File: src/rtl/pwm_duty_meter.sv
// -----------------------------------------------------------------------------
// pwm_duty_meter
//
// Measures the period and high time of an external PWM waveform. One
// measurement is published per input period. A line that shows no rising edge
// for TIMEOUT cycles is flagged as stuck, together with the level it is stuck at.
//
// Optional feature (define PWM_DUTY_PCT_EN): a sequential restoring divider
// turns each measurement into duty in whole percent (high*100/period,
// truncated). Without the macro, duty_pct and pct_valid are tied to 0.
//
// Ports
//   clk          in   system clock, all logic on posedge
//   rst          in   asynchronous reset, active-high
//   pwm_in       in   asynchronous PWM input
//   meas_valid   out  one-cycle pulse: high_cnt/period_cnt updated
//   high_cnt     out  high cycles of the last complete period
//   period_cnt   out  total cycles of the last complete period
//   stuck        out  level: no rising edge for TIMEOUT cycles
//   stuck_level  out  synchronized pwm_in value when stuck was declared
//   duty_pct     out  0..100 duty in percent
//   pct_valid    out  one-cycle pulse: duty_pct updated
// -----------------------------------------------------------------------------
module pwm_duty_meter #(
    parameter int CNT_W   = 20,
    parameter int TIMEOUT = 500000
) (
    input  logic             clk,
    input  logic             rst,
    input  logic             pwm_in,
    output logic             meas_valid,
    output logic [CNT_W-1:0] high_cnt,
    output logic [CNT_W-1:0] period_cnt,
    output logic             stuck,
    output logic             stuck_level,
    output logic [6:0]       duty_pct,
    output logic             pct_valid
);

    typedef enum logic [1:0] {IDLE = 2'd0, HIGH = 2'd1, LOW = 2'd2} state_t;

    localparam logic [CNT_W-1:0] TO_MAX  = CNT_W'(TIMEOUT);
    localparam logic [CNT_W-1:0] TO_LAST = CNT_W'(TIMEOUT - 1);

    state_t           state_q, state_d;
    logic             sync1_q, sync2_q, sync3_q;
    logic             rise, fall;
    logic [CNT_W-1:0] cnt_hi_q, cnt_hi_d;
    logic [CNT_W-1:0] cnt_lo_q, cnt_lo_d;
    logic [CNT_W-1:0] to_cnt_q, to_cnt_d;
    logic [CNT_W-1:0] period_sum;
    logic             timeout_hit;
    logic             restart, publish, to_low, inc_hi, inc_lo;
    logic             meas_valid_q, stuck_q, stuck_level_q;
    logic [CNT_W-1:0] high_cnt_q, period_cnt_q;

    // Two-flop synchronizer plus one flop for edge detection.
    always_ff @(posedge clk or posedge rst) begin
        if (rst) begin
            sync1_q <= 1'b0;
            sync2_q <= 1'b0;
            sync3_q <= 1'b0;
        end else begin
            sync1_q <= pwm_in;
            sync2_q <= sync1_q;
            sync3_q <= sync2_q;
        end
    end

    assign rise = sync2_q & ~sync3_q;
    assign fall = ~sync2_q & sync3_q;

    // A rise in the same cycle as the timeout wins, so stuck is never set then.
    assign timeout_hit = ~rise && (to_cnt_q == TO_LAST);
    assign period_sum  = cnt_hi_q + cnt_lo_q;

    // FSM state register
    always_ff @(posedge clk or posedge rst) begin
        if (rst) state_q <= IDLE;
        else     state_q <= state_d;
    end

    // FSM next state
    always_comb begin
        state_d = state_q;
        case (state_q)
            IDLE:    if (rise) state_d = HIGH;
            HIGH:    if (fall) state_d = LOW;
            LOW:     if (rise) state_d = HIGH;
            default: state_d = IDLE;
        endcase
        if (timeout_hit) state_d = IDLE;
    end

    // FSM outputs
    always_comb begin
        restart = rise && (state_q != HIGH);
        publish = rise && (state_q == LOW);
        to_low  = fall && (state_q == HIGH);
        inc_hi  = sync2_q && (state_q == HIGH);
        inc_lo  = ~sync2_q && (state_q == LOW);
    end

    // Counter next state; cnt_hi/cnt_lo cannot wrap because the timeout fires first.
    always_comb begin
        cnt_hi_d = cnt_hi_q;
        cnt_lo_d = cnt_lo_q;
        if (restart) begin
            cnt_hi_d = CNT_W'(1);
            cnt_lo_d = '0;
        end else if (to_low) begin
            cnt_lo_d = CNT_W'(1);
        end else if (inc_hi) begin
            cnt_hi_d = cnt_hi_q + 1'b1;
        end else if (inc_lo) begin
            cnt_lo_d = cnt_lo_q + 1'b1;
        end

        if (rise)                   to_cnt_d = '0;
        else if (to_cnt_q == TO_MAX) to_cnt_d = to_cnt_q;
        else                        to_cnt_d = to_cnt_q + 1'b1;
    end

    always_ff @(posedge clk or posedge rst) begin
        if (rst) begin
            cnt_hi_q <= '0;
            cnt_lo_q <= '0;
            to_cnt_q <= '0;
        end else begin
            cnt_hi_q <= cnt_hi_d;
            cnt_lo_q <= cnt_lo_d;
            to_cnt_q <= to_cnt_d;
        end
    end

    // Published measurement and stuck status.
    always_ff @(posedge clk or posedge rst) begin
        if (rst) begin
            meas_valid_q  <= 1'b0;
            high_cnt_q    <= '0;
            period_cnt_q  <= '0;
            stuck_q       <= 1'b0;
            stuck_level_q <= 1'b0;
        end else begin
            meas_valid_q <= publish;
            if (publish) begin
                high_cnt_q   <= cnt_hi_q;
                period_cnt_q <= period_sum;
            end
            if (rise) begin
                stuck_q <= 1'b0;
            end else if (timeout_hit) begin
                stuck_q       <= 1'b1;
                stuck_level_q <= sync2_q;
            end
        end
    end

    assign meas_valid  = meas_valid_q;
    assign high_cnt    = high_cnt_q;
    assign period_cnt  = period_cnt_q;
    assign stuck       = stuck_q;
    assign stuck_level = stuck_level_q;

`ifdef PWM_DUTY_PCT_EN
    // Restoring divider: quo_q starts holding the dividend (high*100) and
    // shifts quotient bits in from the bottom, one per cycle, QW cycles total.
    localparam int QW = CNT_W + 7;
    localparam int SW = $clog2(QW + 1);

    logic [CNT_W-1:0] rem_q, rem_d;
    logic [QW-1:0]    quo_q, quo_d;
    logic [CNT_W-1:0] dvs_q;
    logic [SW-1:0]    step_q;
    logic             busy_q;
    logic [6:0]       duty_q;
    logic             pct_valid_q;
    logic [CNT_W:0]   rem_sh;

    always_comb begin
        rem_sh = {rem_q, quo_q[QW-1]};
        if (rem_sh >= {1'b0, dvs_q}) begin
            rem_d = CNT_W'(rem_sh - {1'b0, dvs_q});
            quo_d = {quo_q[QW-2:0], 1'b1};
        end else begin
            rem_d = rem_sh[CNT_W-1:0];
            quo_d = {quo_q[QW-2:0], 1'b0};
        end
    end

    always_ff @(posedge clk or posedge rst) begin
        if (rst) begin
            rem_q       <= '0;
            quo_q       <= '0;
            dvs_q       <= '0;
            step_q      <= '0;
            busy_q      <= 1'b0;
            duty_q      <= '0;
            pct_valid_q <= 1'b0;
        end else begin
            pct_valid_q <= 1'b0;
            if (timeout_hit) begin
                // A stuck line has a trivially known duty; abandon any division.
                busy_q      <= 1'b0;
                duty_q      <= sync2_q ? 7'd100 : 7'd0;
                pct_valid_q <= 1'b1;
            end else if (publish) begin
                // A new measurement restarts the divider, dropping any result in flight.
                busy_q <= 1'b1;
                rem_q  <= '0;
                quo_q  <= QW'(cnt_hi_q) * QW'(100);
                dvs_q  <= period_sum;
                step_q <= SW'(QW - 1);
            end else if (busy_q) begin
                rem_q <= rem_d;
                quo_q <= quo_d;
                if (step_q == '0) begin
                    busy_q      <= 1'b0;
                    duty_q      <= quo_d[6:0];
                    pct_valid_q <= 1'b1;
                end else begin
                    step_q <= step_q - 1'b1;
                end
            end
        end
    end

    assign duty_pct  = duty_q;
    assign pct_valid = pct_valid_q;
`else
    assign duty_pct  = 7'd0;
    assign pct_valid = 1'b0;
`endif

endmodule
File: config.mk
export PLATFORM = sky130hd
export DESIGN_NAME = pwm_duty_meter
export DESIGN_NICKNAME = d
export VERILOG_FILES = /design/src/rtl/pwm_duty_meter.sv
export SDC_FILE = /design/constraint.sdc
export NUM_CORES = 1
export LEC_CHECK = 0
export ABC_AREA = 1
export ABC_CLOCK_PERIOD_IN_PS = 5200
export CORE_MARGIN = 3
export CORE_UTILIZATION = 55
export DETAILED_ROUTE_END_ITERATION = 7
export DONT_BUFFER_PORTS = 1
export PLACE_DENSITY = 0.67
export SETUP_SLACK_MARGIN = 0.1
export SKIP_CTS_REPAIR_TIMING = 1
export SYNTH_ARGS = -nofsm -noshare
export SYNTH_HDL_FRONTEND = slang
export SYNTH_SLANG_ARGS = --single-unit
File: constraint.sdc
create_clock -name clk -period 5.2 [get_ports clk]
set_input_delay 1.56 -clock clk [delete_from_list [all_inputs] [get_ports clk]]
set_output_delay 1.56 -clock clk [all_outputs]
set_load 0.05 [all_outputs]
=== Word-level counts from Yosys, hierarchy flattened ===
Index checks and enable logic that the tools add are counted.
W data, S select, Z words.

* Bits in registers: 108
* Bits in latches: 0
* RAM bits: 0
* ROM bits: 0
* Input port bits: 3
* Output and inout port bits: 51
* Word-level logic and storage cells: 61
* Memories kept: 0

* $add $sub $neg: 4
* $mul: 0
* Divide/modulo/power cells: 0
* Magnitude comparators: 0
* Equality and inequality tests: 10
* Shifts and indexed selects: 0
* Mux-type cells: 15
* Bitwise gates (word level): 5
* Reductions and logical operators: 15

{| class="wikitable"
|+ Operators by type and width
! operator !! count
|-
| $mux W20 || 9
|-
| $add A20 B1 Y20 const B || 3
|-
| $eq A20 B19 Y1 const B || 2
|-
| $add A20 B20 Y20 || 1
|-
| $reduce_and A2 Y1 || 4
|-
| $logic_and A1 B1 Y1 || 6
|-
| $mux W2 || 3
|-
| $ne A3 B3 Y1 const B || 2
|-
| $ne A2 B2 Y1 const B || 2
|-
| $pmux W2 S2 || 1
|-
| $reduce_bool A2 Y1 || 2
|-
| $ne A3 B1 Y1 const B || 1
|-
| $not A1 Y1 || 3
|-
| $reduce_bool A3 Y1 || 1
|-
| $and A1 B1 Y1 || 2
|-
| $eq A2 B1 Y1 const B || 1
|-
| $eq A2 B2 Y1 const B || 1
|-
| $logic_not A2 Y1 || 1
|-
| $mux W1 || 2
|-
| $ne A2 B1 Y1 const B || 1
|-
| $reduce_or A2 Y1 || 1
|}

=== Longest topological paths before layout ===
* Depth after elaboration: 6
* Mapped depth: 12
* Gate-level depth less buffers: 12

=== Worst setup path after synthesis ===
Ideal clock, no wire load.

* Kind: reg2out
* Start point: register period_cnt_q[6], in the netlist period_cnt[6]
* End point: output period_cnt[6]
* Data arrival time: 0.601 ns
* Data required time: 3.640 ns
* Setup slack: 3.039 ns
* Cell stages (with the launch flop): 1
* Buffers on the path: 0
* Cell sequence: dfrtp_1

{| class="wikitable"
|+ RTL lines
! what !! line !! source
|-
| start, declared || 55 || <nowiki>logic [CNT_W-1:0] high_cnt_q, period_cnt_q;</nowiki>
|-
| start signal, assigned || 148 || <nowiki>period_cnt_q <= period_sum;</nowiki>
|-
| end, declared || 33 || <nowiki>output logic [CNT_W-1:0] period_cnt,</nowiki>
|}

No word-level cell between the ends.

=== Final worst setup path ===
* Start point: register period_cnt_q[6], in the netlist period_cnt[6]
* End point: output period_cnt[6]

No word-level cell between the ends.

==> reports/metrics.yaml <==
drt:
  dr.pass1.iters: 5
  num_vias: 5347
  wire_per_inst_um: 14.57
  postRouteAntennaNets: 0
  wl_um: 14410
  drcViolationCount: 0
  vias_per_cell: 5.406
  drt-initial-drc-count: 273
clock_tree:
  clock-sinks: 108
  clkTransAtPathRegs_ns: 0.08
  clock_latency_ns: 0.36
  cts_tree: "built"
  cts_htree_levels: 3
  numCtsBuffers: 9
  clock_path_buffers: 2
  clockRootBuffer: "clkbuf_16"
sta:
  relSlewSlack: 0.4341
  fmax_ghz: 0.3895
  tns_ns: 0
  finClkSkew_ns: 0.01307
  fin_crit_ns: 2.567
  final_max_slew_viol_count: 0
  setup_violations: 0
  min_period_over_period: 0.4937
  worstMarginPinSlew_ns: 0.8488
  hold_viol_final: 0
  rsz0062_at_grt: "no"
power_and_ir_drop:
  powerDensity_nw_per_um2: 316.2
  ir_drop_mv: 0.3408
  p_leak_uw: 0.003436
grt:
  grt_max_degree: 69
  track_usage: 0.2363
  grt_pass1_vias: 5132
  grt_overflow: 0
  antenna_found_initial: 0
  grt_first_pass_wirelength_um: 24200
synth:
  synth_cell_types: 47
  yosys.cell_count.top_type: "nand2_1"
  synth.top_cell.area_share: 0.4272
  synthCells: 843
  yosys.area.top_type: "dfrtp_1"
  dominantRegCellSynth: "dfrtp_1"
  synth-seq-cells: 108
  synth_edf_count: 0
  yosys_warnings: 0
  synthesis.area_um2: 6326
  ys_top_cells_by_count: "nand2_1 (233), inv_1 (111), dfrtp_1 (108), nor2_1 (80), nand3_1 (54)"
  yosysSeqAreaShare: 0.4272
  synth_area_leaders: "dfrtp_1 (43%), nand2_1 (14%), inv_1 (6.6%)"
  avgSynthCellArea_um2: 7.504
  async_flop_share: 1.000
status:
  status: "finished, final reports clean"
critical_path:
  worstPathArrival_ns: 1.01
  path_class: "flip-flop to output port"
  cp-start-kind: "flip-flop"
  worst-path-max-fanout: 2
  crit_required_ns: 3.64
  cp-end-kind: "output port"
die:
  die-area_um2: 12820
  rows: 38
  initial_core_util: 0.5735
  core_area_um2: 11030
  ios: 54
  die_x_um: 113.2
  die_h_um: 113.2
placed_design:
  dpl.cell_count: 973
  hpwl_um: 11240
  place_congestion: 0.9078
  portBuffers: 0
finish:
  fin_cells: 989
  layout.nets: 871
  area_growth_syn_to_layout_pct: 6.112
  layout-drive-gt1-share: 0.06125
  diodes: 0
job:
  cap_violations: 0
hold_path:
  hold_path_class: "flip-flop to flip-flop"
-- layer usage --
metal / wire length (µm) / vias to the layer above / track usage
li1: - / 2704 / -
met1: 6259 / 2508 / 0.2946
met2: 7130 / 107 / 0.4021
met3: 585 / 28 / 0.03743
met4: 435 / 0 / 0.1106
met5: 0 / - / 0
-- worst reg2reg max path: stages, from the launching register on --
cell	delay [ns]
dfrtp_1	0.45
inv_2	0.10
nor2_4	0.34
nand2_2	0.26
buf_4	0.34
inv_2	0.31
nor2_1	0.08
a31oi_1	0.15
-- cell type report --
| type | count | area [µm²] |
|---|---|---|
| well taps | 140 | 175.2 |
| fillers | 1046 | 4318 |
| multi-input cells | 603 | 3038 |
| clock buffers | 11 | 252.7 |
| repair buffers | 2 | 15.01 |
| inverters | 120 | 462.9 |
| clock inverters | 5 | 66.31 |
| flip-flops and latches | 108 | 2703 |
-- cell usage in the layout, fill, tap and decap left out, types with 3 or more instances in the layout --
master	instances
a21oi_1	42
clkbuf_16	9
conb_1	8
dfrtp_1	108
ha_1	23
inv_1	110
inv_2	6
inv_6	3
nand2_1	232
nand2_2	7
nand3_1	54
nand3b_1	5
nand4_1	19
nor2_1	80
nor2_2	7
nor2_4	3
nor3_1	20
nor4_1	3
o21a_1	4
o21ai_0	43
o21ai_1	14
xnor2_1	7
xor2_1	9
-- path summary, 6_finish.rpt --
path	startpoint	end	slack, ns	cells after the start
max	period_cnt[6]	period_cnt[6]	2.63	0
min	sync1_q	sync2_q	0.35	0
max reg2reg	sync2_q	period_cnt[6]	3.10	7
min reg2reg	sync1_q	sync2_q	0.35	0
max in group asynchronous	rst	period_cnt[14]	2.94	2
min in group asynchronous	rst	high_cnt[6]	1.24	1
-- sequential cells by signal, indices dropped and copies added, names as in the netlist, 2 cells and up --
| name | flops |
|---|---|
| cnt_hi_q | 20 |
| cnt_lo_q | 20 |
| high_cnt | 20 |
| period_cnt | 20 |
| to_cnt_q | 20 |
| state_q | 2 |
-- cells by family (layout without fill, tap and decap cells) --
logic type | count (synthesis) | in the layout | share of synthesized area
flops | 108 | 108 | 0.4272
fa+ha+maj | 24 | 24 | 0.04866
simple gates | 440 | 440 | 0.3060
other cells | 1 | 8 | 0.0005928
compound gates | 114 | 114 | 0.09672
buf+inv | 139 | 138 | 0.09711
mux | 1 | 1 | 0.001582
xor+xnor | 16 | 16 | 0.02215
-- stage by stage --
stage	util	worst slack [ns]	area, µm²	total power (µW)	hold slack, ns
finish	0.6086	2.633	6713	2123	0.3533
floorplan	-	0.7944	6352	1330	0.3312
global route	0.6086	2.602	6713	2226	0.3730
CTS	0.6086	2.616	6713	2141	0.3545
global placement	0.5796	2.487	6394	1403	0.3368
detailed placement	0.5796	2.447	6394	1416	0.3372
-- power breakdown --
group	leakage (µW)	switching, µW	internal, µW
Sequential	0.00148	177	905
Combinational	0.00180	212	104
Clock	0.000154	318	406
Total	0.00344	708	1410
Note: power is estimated with default switching activity, not from simulation.
